--- src/rtl/shifter_pkg.sv ---
// Shared types and stage-split helpers for the pipelined barrel shifter.
package shifter_pkg;

  typedef enum logic [1:0] {
    SH_LSL = 2'b00,
    SH_LSR = 2'b01,
    SH_ASR = 2'b10,
    SH_ROR = 2'b11
  } shift_op_e;

  // Cases resolved entirely at decode; the shift levels then see a zero amount.
  typedef struct packed {
    logic force_zero;
    logic force_sign;
    logic pass;
    logic rrx;
  } special_t;

  // First shift level handled by pipeline stage s; any remainder levels go to stage 0.
  function automatic int unsigned lvl_lo(int unsigned lvls, int unsigned stages, int unsigned s);
    if (s == 0) return 0;
    return (lvls % stages) + s * (lvls / stages);
  endfunction

  function automatic int unsigned lvl_cnt(int unsigned lvls, int unsigned stages, int unsigned s);
    return (lvls / stages) + ((s == 0) ? (lvls % stages) : 0);
  endfunction

endpackage

--- src/rtl/shifter_level.sv ---
// One combinational shift level: shifts by a fixed power of two when enabled and tracks carry
// as the last bit shifted (or rotated) out.
module shifter_level
  import shifter_pkg::*;
#(
  parameter int unsigned WIDTH = 32,
  parameter int unsigned SHIFT = 1
) (
  input  logic [WIDTH-1:0] data_in,
  input  logic             carry_in,
  input  logic [1:0]       op,
  input  logic             en,
  output logic [WIDTH-1:0] data_out,
  output logic             carry_out
);

  always_comb begin
    data_out  = data_in;
    carry_out = carry_in;
    if (en) begin
      unique case (shift_op_e'(op))
        SH_LSL: begin
          data_out  = data_in << SHIFT;
          carry_out = data_in[WIDTH-SHIFT];
        end
        SH_LSR: begin
          data_out  = data_in >> SHIFT;
          carry_out = data_in[SHIFT-1];
        end
        SH_ASR: begin
          data_out  = $signed(data_in) >>> SHIFT;
          carry_out = data_in[SHIFT-1];
        end
        SH_ROR: begin
          data_out  = {data_in[SHIFT-1:0], data_in[WIDTH-1:SHIFT]};
          carry_out = data_in[SHIFT-1];
        end
      endcase
    end
  end

endmodule

--- src/rtl/shifter_pipe.sv ---
// Pipelined barrel shifter with carry-out: decode in stage 0, log2(WIDTH) shift levels spread
// over STAGES registered stages, valid/ready handshake with flush and a pass-through tag.
module shifter_pipe
  import shifter_pkg::*;
#(
  parameter int unsigned WIDTH  = 32,
  parameter int unsigned AMT_W  = 8,
  parameter int unsigned STAGES = 2,
  parameter int unsigned TAG_W  = 6
) (
  input  logic             clk,
  input  logic             reset,
  input  logic             flush,
  input  logic             in_valid,
  output logic             in_ready,
  input  logic [WIDTH-1:0] in_data,
  input  logic [AMT_W-1:0] in_amt,
  input  logic [1:0]       in_op,
  input  logic             in_regmode,
  input  logic             in_carry,
  input  logic [TAG_W-1:0] in_tag,
  output logic             out_valid,
  input  logic             out_ready,
  output logic [WIDTH-1:0] out_data,
  output logic             out_carry,
  output logic [TAG_W-1:0] out_tag
);

  localparam int unsigned LVLS = $clog2(WIDTH);

  typedef struct packed {
    logic [WIDTH-1:0] data;
    logic             carry;
    shift_op_e        op;
    logic [LVLS-1:0]  amt;
    logic [TAG_W-1:0] tag;
  } stage_t;

  // Decode
  logic [LVLS-1:0] imm_n;
  logic            msb, a_zero, a_eq_w, a_gt_w, pre_carry;
  special_t        spec;
  stage_t          dec;

  assign imm_n  = in_amt[LVLS-1:0];
  assign msb    = in_data[WIDTH-1];
  assign a_zero = (in_amt == '0);
  assign a_eq_w = (in_amt == AMT_W'(WIDTH));
  assign a_gt_w = (in_amt > AMT_W'(WIDTH));

  always_comb begin
    spec      = '0;
    pre_carry = in_carry;
    if (!in_regmode) begin
      if (imm_n == '0) begin
        unique case (shift_op_e'(in_op))
          SH_LSL: spec.pass = 1'b1;
          SH_LSR: begin spec.force_zero = 1'b1; pre_carry = msb;        end
          SH_ASR: begin spec.force_sign = 1'b1; pre_carry = msb;        end
          SH_ROR: begin spec.rrx        = 1'b1; pre_carry = in_data[0]; end
        endcase
      end
    end else if (a_zero) begin
      spec.pass = 1'b1;
    end else begin
      unique case (shift_op_e'(in_op))
        SH_LSL: begin
          if (a_eq_w) begin spec.force_zero = 1'b1; pre_carry = in_data[0]; end
          else if (a_gt_w) begin spec.force_zero = 1'b1; pre_carry = 1'b0; end
        end
        SH_LSR: begin
          if (a_eq_w) begin spec.force_zero = 1'b1; pre_carry = msb; end
          else if (a_gt_w) begin spec.force_zero = 1'b1; pre_carry = 1'b0; end
        end
        SH_ASR: begin
          if (a_eq_w || a_gt_w) begin spec.force_sign = 1'b1; pre_carry = msb; end
        end
        SH_ROR: begin
          if (imm_n == '0) begin spec.pass = 1'b1; pre_carry = msb; end
        end
      endcase
    end
  end

  // Special cases carry their final value with a zero residual amount so every level passes.
  always_comb begin
    dec.data  = in_data;
    dec.carry = in_carry;
    dec.op    = shift_op_e'(in_op);
    dec.amt   = imm_n;
    dec.tag   = in_tag;
    if (|spec) begin
      dec.amt   = '0;
      dec.carry = pre_carry;
      if (spec.force_zero)      dec.data = '0;
      else if (spec.force_sign) dec.data = {WIDTH{msb}};
      else if (spec.rrx)        dec.data = {in_carry, in_data[WIDTH-1:1]};
    end
  end

  // Pipeline stages
  for (genvar s = 0; s < STAGES; s++) begin : gen_stage
    localparam int unsigned Lo  = lvl_lo(LVLS, STAGES, s);
    localparam int unsigned Cnt = lvl_cnt(LVLS, STAGES, s);

    stage_t src, stage_d, stage_q;
    logic   src_valid, valid_q, load_s;

    if (s == 0) begin : g_src
      assign src       = dec;
      assign src_valid = in_valid & in_ready;
    end else begin : g_src
      assign src       = gen_stage[s-1].stage_q;
      assign src_valid = gen_stage[s-1].valid_q;
    end

    // A stage loads when empty or when its contents move on this cycle.
    if (s == STAGES - 1) begin : g_load
      assign load_s = ~valid_q | out_ready;
    end else begin : g_load
      assign load_s = ~valid_q | gen_stage[s+1].load_s;
    end

    for (genvar j = 0; j < Cnt; j++) begin : gen_lvl
      stage_t           lin, lout;
      logic [WIDTH-1:0] sh_data;
      logic             sh_carry;

      if (j == 0) begin : g_in
        assign lin = src;
      end else begin : g_in
        assign lin = gen_lvl[j-1].lout;
      end

      shifter_level #(
        .WIDTH (WIDTH),
        .SHIFT (1 << (Lo + j))
      ) u_level (
        .data_in   (lin.data),
        .carry_in  (lin.carry),
        .op        (lin.op),
        .en        (lin.amt[Lo+j]),
        .data_out  (sh_data),
        .carry_out (sh_carry)
      );

      always_comb begin
        lout       = lin;
        lout.data  = sh_data;
        lout.carry = sh_carry;
      end
    end

    assign stage_d = gen_lvl[Cnt-1].lout;

    always_ff @(posedge clk) begin
      if (reset) begin
        valid_q <= 1'b0;
        stage_q <= '0;
      end else begin
        if (flush)       valid_q <= 1'b0;
        else if (load_s) valid_q <= src_valid;
        if (load_s && src_valid && !flush) stage_q <= stage_d;
      end
    end
  end

  assign in_ready  = ~flush & gen_stage[0].load_s;
  assign out_valid = gen_stage[STAGES-1].valid_q;
  assign out_data  = gen_stage[STAGES-1].stage_q.data;
  assign out_carry = gen_stage[STAGES-1].stage_q.carry;
  assign out_tag   = gen_stage[STAGES-1].stage_q.tag;

  logic unused_payload;
  assign unused_payload = ^{gen_stage[STAGES-1].stage_q.op, gen_stage[STAGES-1].stage_q.amt};

endmodule

--- config.mk ---
export PLATFORM = sky130hd
export DESIGN_NAME = shifter_pipe
export DESIGN_NICKNAME = d
export VERILOG_FILES = /design/src/rtl/shifter_pkg.sv /design/src/rtl/shifter_level.sv /design/src/rtl/shifter_pipe.sv
export SDC_FILE = /design/constraint.sdc
export NUM_CORES = 1
export LEC_CHECK = 0
export BUFFER_PORTS_ARGS = -buffer_cell sky130_fd_sc_hd__buf_2
export CAP_MARGIN = 20
export CORE_MARGIN = 5
export CORE_UTILIZATION = 40
export CTS_CLUSTER_SIZE = 40
export DETAILED_ROUTE_END_ITERATION = 7
export PLACE_DENSITY_LB_ADDON = 0.08
export SLEW_MARGIN = 20
export SYNTH_ARGS = -nofsm -noshare
export SYNTH_HDL_FRONTEND = slang
export SYNTH_SLANG_ARGS = --single-unit
--- constraint.sdc ---
create_clock -name clk -period 2.7 [get_ports clk]
set_clock_uncertainty 0.15 [all_clocks]
set_input_delay 0.135 -clock clk [delete_from_list [all_inputs] [get_ports clk]]
set_output_delay 0.135 -clock clk [all_outputs]
set_load 0.03 [all_outputs]
==> results of run 1 <==
## area by class of cell
class | instances | area share [%]
clock buffer | 12 | 2.28
clock inverter | 4 | 0.301
inverter | 10 | 0.347
multi-input combinational | 910 | 54.2
sequential | 84 | 15.6
tap | 234 | 2.71
timing repair buffer | 366 | 24.6
## tightest hold or removal path: stages
cell and delay, ns:
buf_2 0.20, nor2_1 0.07, o31a_1 0.09
## Yosys cell counts (all sizes together), types with 4 or more instances
cell,n,area share (%)
o21ai,63,4.2
and2,8,0.66
a22o,4,0.46
or3,11,0.91
and3,4,0.33
a221o,12,1.6
nand2,130,6.5
o221ai,18,2.1
mux2i,28,3.7
nor3,43,2.9
a2bb2oi,6,0.70
clkbuf,85,4.2
nand4,4,0.33
a2111oi,5,0.66
a211o,4,0.46
a31oi,19,1.8
o31a,9,1.0
nor2,107,5.3
inv,10,0.50
a221oi,13,1.6
o211ai,22,2.2
o22ai,15,1.2
ha,5,0.83
nand2b,9,0.75
a21o,9,0.89
a22oi,21,2.2
nor4,6,0.58
a21oi,178,12
buf,17,1.2
o32ai,4,0.46
nand3,28,1.9
nor2b,12,0.99
dfxtp,84,22
o31ai,13,1.3
o32a,6,0.85
a32oi,6,0.70
o21bai,6,0.60
a311oi,12,1.4
a211oi,22,2.2
o21a,7,0.70
## state kept, by name, summed over array words and instances, names as in the netlist
register,cells
out_data,32
gen_stage.valid_q,1
out_valid,1
gen_stage.stage_q,43
out_carry,1
out_tag,6
## routing by layer
metal  vias up  wire (microns)
met4         0             773
met2       599           15300
met3        73            3480
met1      4839           15500
li1       4784               -
met5         -               0
## stage by stage
step	total power (W)	utilization [%]	setup TNS (ns)	std cells	worst slack, ns
6_report	0.00440	58.0	-0.0517	1620	-0.0343
5_1_grt	0.00460	58.0	-0.250	1620	-0.0617
4_1_cts	0.00431	56.6	-0.0719	1612	-0.0388
3_3_place_gp	0.00310	53.9	-12.08	1584	-0.515
2_1_floorplan	0.00228	-	-0.669	1106	-0.118
3_5_place_dp	0.00310	53.9	-12.48	1584	-0.528
## kinds of logic after synthesis
logic type | count (synthesis)
and+or+nand+nor | 376
xor gates and xnor gates | 1
AOI/OAI and AO/OA | 498
buffers and inverters | 112
muxes | 30
adders and majority gates | 5
DFF | 84
## repair_timing
action                                  in CTS  in global routing
gates cloned                                 1                  0
pin swaps                                    2                 11
gates resized for setup                     29                 54
setup buffers                                2                  9
endpoints found under the hold margin        8                  0
hold buffers                                 9                  0
endpoints found under the setup margin      22                 33
## power breakdown
part           switching, W  internal, W
sequential        0.0000735      0.00130
clock              0.000515     0.000654
combinational       0.00106     0.000806
## worst paths after layout
kind,start,endpoint,slack [ns],cells after the start
min reg2reg,out_data[23],out_data[23],0.30,2
max,in_op[0],gen_stage[0].stage_q[13],-0.03,15
min,reset,gen_stage[0].stage_q[20],0.04,3
max reg2reg,gen_stage[0].stage_q[12],out_data[7],0.60,7
## cell usage in the layout (no fill, tap or decap), types with 17 or more instances in the layout
master,instances
mux2i_1,28
nand3_1,28
o21ai_0,45
nor2_1,105
nand2_1,128
dfxtp_1,83
nor3_1,37
a211oi_1,18
buf_4,246
a21oi_1,163
a22oi_1,17
buf_2,96
o211ai_1,22
==> metrics.md, run 1 <==
| Metric | Value |
|---|---|
| Outcome | `complete, but fails checks` |
| Violated checks | `negative setup slack` |
| Synth Area in Adders | `0.829%` |
| Drt first pass iters | `5` |
| Clock sink count | `between 80 and 90` |
| Syn Nets | `1166` |
| GRT busiest layer | `met2` |
| Die Ht | `147 microns` |
| Area occupied by multi-input gates | `0.00587 sq mm` |
| Design area | `0.0108 sq mm` |
| Worst hold margin | `0.0428 ns` |
| Met2 Usage GRT | `46.9%` |
| Synth Instances | `1106` |
| YS warnings | `0` |
| Largest family of logic cells by synthesized area | `compound AO/OA/AOI/OAI gates` |
| Max-cap violations | `0` |
| Worst Path Buf+Inv | `7` |
| Synth Area in Simple Gates | `22.7%` |
| Fin crit period | `about 2.7 ns` |
| Placed Area | `approximately 0.010 sq mm` |
| Clock transition at path regs | `0.07 ns` |
| Ys async rst share | `0%` |
| Syn Area/Cell | `6.83 sq um` |
| Final Hold Viols | `0` |
| PwrDens | `407 mW/mm^2` |
| Setup violators final | `2` |
| Period utilization | `101%` |
| Number of enable-type register cells in the synthesized netlist | `0` |
| Antenna violations before repair | `0` |
| First-iteration detailed-routing DRC count | `1185` |
| # IOs | `96` |
| Post-Syn Area | `0.00755 sq mm` |
| Largest net degree at the start of global routing | `55` |
| Vias per cell | `around 6.4` |
| GP Congestion | `just over 1` |
| Via Count | `10300` |
| Mux contribution to synthesized area | `4.01%` |
| #FFs+latches synth | `84` |
| F_max | `roughly 370 MHz` |
| M1 GR Usage | `45.0%` |
| Share of layout cells above drive strength 1 | `33.4%` |
| Family with the most delay on the worst path | `buffers and inverters` |
| Critical Path Fanout Max | `11` |
| Vias in the first global route | `9539` |
| Area Overhead vs Synth | `43.3%` |
| CTS tree | `yes` |
| Die width | `147 microns` |
| WP data required | `2.76 ns` |
| First-pass GRT wire length | `53.9 mm` |
| HPWL after DPL | `27.1 mm` |
| Initial core utilization | `approximately 41%` |
| Core area | `0.0186 sq mm` |
| Crit start category | `primary input` |
| Post-synthesis xor/xnor area fraction | `0.116%` |
| Standard-cell rows | `50` |
| Most frequent CP cell | `buf_6` |
| Grt met3 use | `5.33%` |
| Synth Area in Compound Gates | `44.1%` |
| DRC | `0` |
| Final #Nets | `1441` |
| Final Worst Setup Slack | `-0.0343 ns` |
| TritonCTS Buffers | `9` |
| CTS HTree Levels | `3` |
| Final Slew Violations | `0` |
| # diodes | `0` |
| Total track usage | `30.8%` |
| Post-route ant nets | `0` |
| Slew Limit Headroom | `a little under three fifths` |
| CP Data Arrival Time | `2.80 ns` |
| Worst vdd ir | `0.000299 V` |
| DIE AREA | `between 0.02 and 0.025 sq mm` |
| Leakage | `about 4.4 nW` |
| Clk_lat worst skew | `0.35 ns` |
| # port buffers | `95` |
| RSZ-0062 raised after global routing | `true` |
| CP max-delay cell | `or3_4` |
| CP max stage delay | `approximately 0.42 ns` |
| Fill count | `1869` |
| Root buffer cell | `clkbuf_16` |
| Kind of end point of the critical path | `flip-flop` |
| Distinct cells, synth | `76` |
| Top FF cell, synth | `dfxtp_1` |
| Total wire length | `35.0 mm` |
| Sequential element share of the synthesized area | `22.3%` |
| CTS Buffer Depth | `2` |
| Worst hold path class | `primary input to flip-flop` |
| Storage cell area | `0.00168 sq mm` |
| Total grt overflow | `0` |
| Crit path kind | `primary input to flip-flop` |
| Worst path cell trace | `buf_2 -> inv_2 -> ha_4 -> buf_6 -> or3_4 -> a21oi_4 -> buf_6 -> buf_4 -> buf_8 -> mux2_4 -> a21oi_4 -> buf_6 -> a21oi_1 -> o211ai_1 -> a311oi_1` |
| Tightest Pin Transition | `0.669 ns` |
| Routed WL per cell | `21.6 microns` |
Note: power is estimated with default switching activity, not from simulation.
==> run 2, diff against run 1 <==
--- a/config.mk
+++ b/config.mk
@@ -7,8 +7,9 @@
 export LEC_CHECK = 0
 export BUFFER_PORTS_ARGS = -buffer_cell sky130_fd_sc_hd__buf_2
 export CAP_MARGIN = 20
+export CORE_ASPECT_RATIO = 1.1
 export CORE_MARGIN = 5
-export CORE_UTILIZATION = 40
+export CORE_UTILIZATION = 25
 export CTS_CLUSTER_SIZE = 40
 export DETAILED_ROUTE_END_ITERATION = 7
 export PLACE_DENSITY_LB_ADDON = 0.08
==> metrics.md, run 2 (synthesis gave the netlist of run 1 again) <==
| Metric | Value |
|---|---|
| Outcome | `complete, but fails checks` |
| Violated checks | `negative setup slack` |
| WP data required | `2.79 ns` |
| Logic pwr share | `between 40% and 50%` |
| Sw frac | `36.6%` |
| Hold Path Sink | `gen_stage[0].valid_q` |
| RSZ-0062 raised after global routing | `true` |
| Share of total power in the clock network | `27.5%` |
| Register with the most flip-flops | `gen_stage.stage_q` |
| Leakage | `4.58 nW` |
| Drt first pass iters | `5` |
| Largest net degree at the start of global routing | `66` |
| Commonest cells after routing, fill and taps aside | `buf_4, a21oi_1, nand2_1, nor2_1, buf_2` |
| Total grt overflow | `0` |
| Crit start category | `primary input` |
| Setup TNS | `-0.0995 ns` |
| F_max | `364 MHz` |
| Largest register FFs | `43` |
| Area Overhead vs Synth | `50.5%` |
| Met2 routed WL | `about 18 mm` |
| R2R Path Start | `gen_stage[0].stage_q[11]` |
| CTS Buffer Depth | `2` |
| Routed WL per cell | `21.7 microns` |
| Reg2Reg Depth | `6` |
| Vias in the first global route | `9698` |
| Internal power | `a little under 0.003 W` |
| CP Data Arrival Time | `approximately 2.8 ns` |
| Worst vdd ir | `0.000221 V` |
| Via Count | `9988` |
| End of the worst register-to-register path | `out_data[20]` |
| Worst hold margin | `0.0358 ns` |
| Worst path cell trace | `buf_2 -> or4_4 -> or3_4 -> buf_12 -> o32a_4 -> a22o_4 -> a221oi_2 -> a41o_1 -> o211ai_1 -> a32o_1` |
| CTS tree | `yes` |
| Tightest Pin Transition | `0.978 ns` |
| # port buffers | `95` |
| Final Hold Viols | `0` |
| Reg2reg setup slack | `0.48 ns` |
| # diodes | `0` |
| Reg power frac | `between 30% and 40%` |
| GP Congestion | `0.938` |
| Standard-cell rows | `66` |
| Fin crit period | `2.75 ns` |
| Critical path startpoint | `in_amt[1]` |
| Vias per cell | `5.63` |
| Total track usage | `22.1%` |
| Setup violators final | `3` |
| Critical Path Fanout Max | `7` |
| Kind of end point of the critical path | `flip-flop` |
| PwrDens | `404 mW/mm^2` |
| HP Start | `out_ready` |
| First-iteration detailed-routing DRC count | `718` |
| Root buffer cell | `clkbuf_16` |
| Clock sink count | `84` |
| Period utilization | `102%` |
| Core Util, Final | `38.2%` |
| DR top layer | `met4` |
| Core area | `0.0297 sq mm` |
| Die Ht | `192 microns` |
| Initial core utilization | `25.4%` |
| First-pass GRT wire length | `58.8 mm` |
| Die width | `176 microns` |
| Final #Nets | `1456` |
| M1 WL | `17.3 mm` |
| DIE AREA | `0.0338 sq mm` |
| Worst hold path class | `primary input to flip-flop` |
| Place WS | `-0.677 ns` |
| HPWL after DPL | `30.7 mm` |
| Final Worst Setup Slack | `-0.0482 ns` |
| DRC | `0` |
| Commonest non-fill, non-tap cell in the layout | `buf_4` |
| Net Sw Power | `0.00168 W` |
| Final Slew Violations | `0` |
| CTS HTree Levels | `3` |
| Clock transition at path regs | `0.06 ns` |
| # IOs | `96` |
| Routed wl met3 | `1.30 mm` |
| CP max-delay cell | `or4_4` |
| Design area | `0.0114 sq mm` |
| Placed Area | `0.0103 sq mm` |
| Max-cap violations | `0` |
| Hold Path Depth | `4` |
| Post-route ant nets | `0` |
| TritonCTS Buffers | `9` |
| Total wire length | `slightly below 40 mm` |
| CP max stage delay | `0.52 ns` |
| Crit path kind | `primary input to flip-flop` |
| Antenna violations before repair | `0` |
| Share of layout cells above drive strength 1 | `between 30% and 40%` |
| Clk_lat worst skew | `0.35 ns` |
| Slew Limit Headroom | `roughly a third` |
==> run 2: cell types whose count changed in the layout (fill, tap and decap cells not counted), moves of 3 or more <==
cell     change
buf_4       +15
nor3_2       -4
buf_12       +3
nor3_1       +3
a21oi_2      +7
a21oi_1      -7
==> run 2: through the flow <==
step	instances	total power, W
detailed placement	1737	0.00318
floorplan	1106	0.00228
CTS	1764	0.00451
global placement	1737	0.00319
global route	1775	0.00482
finish	1775	0.00459
==> run 2: area by class of cell <==
| class | instances | area (sq um) |
|---|---|---|
| clock inverters | 4 | 47.5 |
| repair buffers | 381 | 2810 |
| clock buffers | 12 | 256 |
| fillers | 3249 | 18400 |
| inverters | 10 | 37.5 |
| well taps | 374 | 468 |
| multi-input cells | 910 | 6060 |
| flip-flops and latches | 84 | 1680 |
==> run 2: worst max-delay path: cells and delay by family <==
kind / cells / cell delay, ns
compound gates: 6 / 1.41
simple gates: 2 / 0.97
buf+inv: 2 / 0.30
==> run 2: per-layer routing <==
metal  vias to the layer above  global-route usage [%]
met2                       295                    37.9
met4                         0                    9.48
met5                         -                       0
met1                      4799                    29.0
li1                       4817                       -
met3                        77                    1.29
==> run 2: worst max path at each step <==
stage	endpoint	slack [ns]	depth (start not counted)
after floorplan	gen_stage[0].stage_q[44]	-0.12	11
after global placement	gen_stage[0].stage_q[13]	-0.68	14
after detailed placement	gen_stage[0].stage_q[13]	-0.68	14
after CTS	gen_stage[0].stage_q[13]	-0.04	14
after global routing	gen_stage[0].stage_q[37]	-0.1	14
final	gen_stage[0].stage_q[44]	-0.05	10
==> run 2: power by group through the flow <==
| stage | Combinational (W) | Sequential, W | Clock (W) |
|---|---|---|---|
| after global routing | 0.00209 | 0.00138 | 0.00134 |
| after detailed placement | 0.00178 | 0.00141 | 0 |
| after floorplan | 0.000893 | 0.00139 | 0 |
| after global placement | 0.00179 | 0.00141 | 0 |
| after CTS | 0.00183 | 0.00138 | 0.00130 |
| final | 0.00195 | 0.00138 | 0.00126 |
==> run 2: repair_timing <==
| action | CTS | global route |
|---|---|---|
| hold buffers | 9 | 0 |
| pin swaps | 6 | 30 |
| hold endpoints to repair | 8 | 0 |
| setup endpoints to repair | 32 | 33 |
| resized for setup | 26 | 86 |
| setup buffers | 2 | 12 |
==> run 3, diff against run 2 <==
==> constraint.sdc (replaced) <==
create_clock -name clk -period 2.7 [get_ports clk]
set_clock_uncertainty 0.15 [all_clocks]
set_input_delay 0.54 -clock clk [delete_from_list [all_inputs] [get_ports clk]]
set_output_delay 0.54 -clock clk [all_outputs]
set_load 0.03 [all_outputs]
==> metrics.md, run 3 (synthesis gave the netlist of run 1 again) <==
| Metric | Value |
|---|---|
| Outcome | `complete, but fails checks` |
| Violated checks | `negative setup slack` |
| # diodes | `0` |
| Crit path kind | `primary input to flip-flop` |
| Total wire length | `40.5 mm` |
| Drt first pass iters | `5` |
| Area Overhead vs Synth | `67.2%` |
| Vias per cell | `5.67` |
| Commonest cells after routing, fill and taps aside | `buf_4, a21oi_1, nand2_1, nor2_1, buf_2` |
| DRC | `0` |
| Vias in the first global route | `10000` |
| Total track usage | `23.3%` |
| Antenna violations before repair | `0` |
| # port buffers | `95` |
| Slew Limit Headroom | `33.2%` |
| Final Worst Setup Slack | `-0.329 ns` |
| RSZ-0062 raised after global routing | `true` |
| Worst vdd ir | `0.000265 V` |
| Share of layout cells above drive strength 1 | `46.2%` |
| CTS Buffer Depth | `2` |
| Max-cap violations | `0` |
| Total grt overflow | `0` |
| Die width | `between 150 and 200 microns` |
| Tightest Pin Transition | `0.994 ns` |
| Sw frac | `37.2%` |
| First-iteration detailed-routing DRC count | `703` |
| CTS HTree Levels | `3` |
| Routed WL per cell | `22.4 microns` |
| Share of total power in the clock network | `25.5%` |
| Placed insts | `between 1500 and 2000` |
| Fill count | `3076` |
| Internal power | `between 0.003 and 0.004 W` |
| Worst hold path class | `primary input to flip-flop` |
| Largest register FFs | `43` |
| Worst hold margin | `0.280 ns` |
| DIE AREA | `0.0338 sq mm` |
| Crit start category | `primary input` |
| Final Hold Viols | `0` |
| CP Data Arrival Time | `roughly 3.1 ns` |
| Largest net degree at the start of global routing | `75` |
| Clk_lat worst skew | `0.34 ns` |
| Fin crit period | `3.03 ns` |
| GP Congestion | `slightly above 0.9` |
| TritonCTS Buffers | `9` |
| Reg power frac | `28.3%` |
| # IOs | `96` |
| Kind of end point of the critical path | `flip-flop` |
| CTS tree | `yes` |
| Initial core utilization | `25.4%` |
| F_max | `about 330 MHz` |
| Commonest non-fill, non-tap cell in the layout | `buf_4` |
| Critical Path Fanout Max | `6` |
| Leakage | `4.97 nW` |
| Root buffer cell | `clkbuf_16` |
| Via Count | `10200` |
| Die Ht | `a little under 200 microns` |
| Logic pwr share | `46.2%` |
| WP data required | `2.77 ns` |
| Fin cells | `1808` |
| Clock transition at path regs | `0.06 ns` |
| Final #Nets | `roughly 1500` |
| Place WS | `-0.989 ns` |
| Period utilization | `112%` |
| Setup violators final | `33` |
| Clock sink count | `84` |
| First-pass GRT wire length | `61.7 mm` |
| Core area | `0.0297 sq mm` |
| Net Sw Power | `0.00182 W` |
| Register with the most flip-flops | `gen_stage.stage_q` |
| PwrDens | `387 mW/mm^2` |
| Post-route ant nets | `0` |
| Final Slew Violations | `0` |
| Standard-cell rows | `66` |
| HPWL after DPL | `31.6 mm` |
==> run 3: changes by cell type in the layout (fill, tap and decap cells not counted), moves of 11 or more <==
cell     previous run  this run
a21oi_1           156       135
buf_6               6        49
nor3_1             40        20
nor3_2              2        20
a21oi_4             3        14
==> run 3: final cells by class <==
class | instances | area [sq um] | share of cell area, %
Clock inverter | 2 | 35.0 | 0.277
Inverter | 10 | 42.5 | 0.337
Timing Repair Buffer | 416 | 3250 | 25.7
Sequential cell | 84 | 1680 | 13.3
Tap cell | 374 | 468 | 3.71
Multi-Input combinational cell | 910 | 6900 | 54.6
Clock buffer | 12 | 256 | 2.03
==> run 3: power groups by stage <==
stage	sequential, W	combinational, W	clock, W
floorplan	0.00139	0.000912	0
global placement	0.00141	0.00181	0
detailed placement	0.00141	0.00180	0
CTS	0.00138	0.00206	0.00127
global route	0.00139	0.00240	0.00132
finish	0.00138	0.00226	0.00124
==> run 3: worst max-delay path: stages <==
cell	delay [ns]
buf_6	0.09
or4_4	0.55
or3_4	0.46
buf_6	0.16
buf_4	0.15
o32a_1	0.22
buf_6	0.14
a21oi_2	0.13
a21oi_2	0.05
o31a_1	0.19
a221oi_2	0.28
a211oi_1	0.11
==> run 3: what timing repair did <==
| action | 4_1_cts | 5_1_grt |
|---|---|---|
| hold buffers | 0 | 0 |
| pin swaps | 68 | 55 |
| buffers inserted | 29 | 19 |
| endpoints found under the setup margin | 33 | 33 |
| cloned | 1 | 0 |
| gates resized for setup | 209 | 114 |
==> run 3: path summary, 6_finish.rpt <==
check / startpoint / to / slack, ns / depth (start not counted)
setup / recovery: in_amt[4] / gen_stage[0].stage_q[35] / -0.33 / 12
hold / removal: flush / out_valid / 0.28 / 2
setup reg to reg: gen_stage[0].stage_q[12] / out_data[10] / 0.41 / 6
hold reg to reg: out_tag[4] / out_tag[4] / 0.30 / 2
==> run 3: through the flow <==
stage,power (W),utilization [%],instance area [sq um],TNS (ns)
global placement,0.00322,35.3,10500,-28.11
finish,0.00488,42.5,12600,-7.10
CTS,0.00472,40.1,11900,-6.40
global route,0.00511,42.5,12600,-8.70
detailed placement,0.00321,35.3,10500,-27.87
floorplan,0.00230,-,7790,-11.97
==> run 3: per-layer routing <==
metal	global-route usage (%)	up-vias	wire length [microns]
met5	0	-	0
met4	8.94	0	1550
met3	1.39	67	1290
met2	41.1	291	20100
met1	30.0	5004	17600
li1	-	4884	-
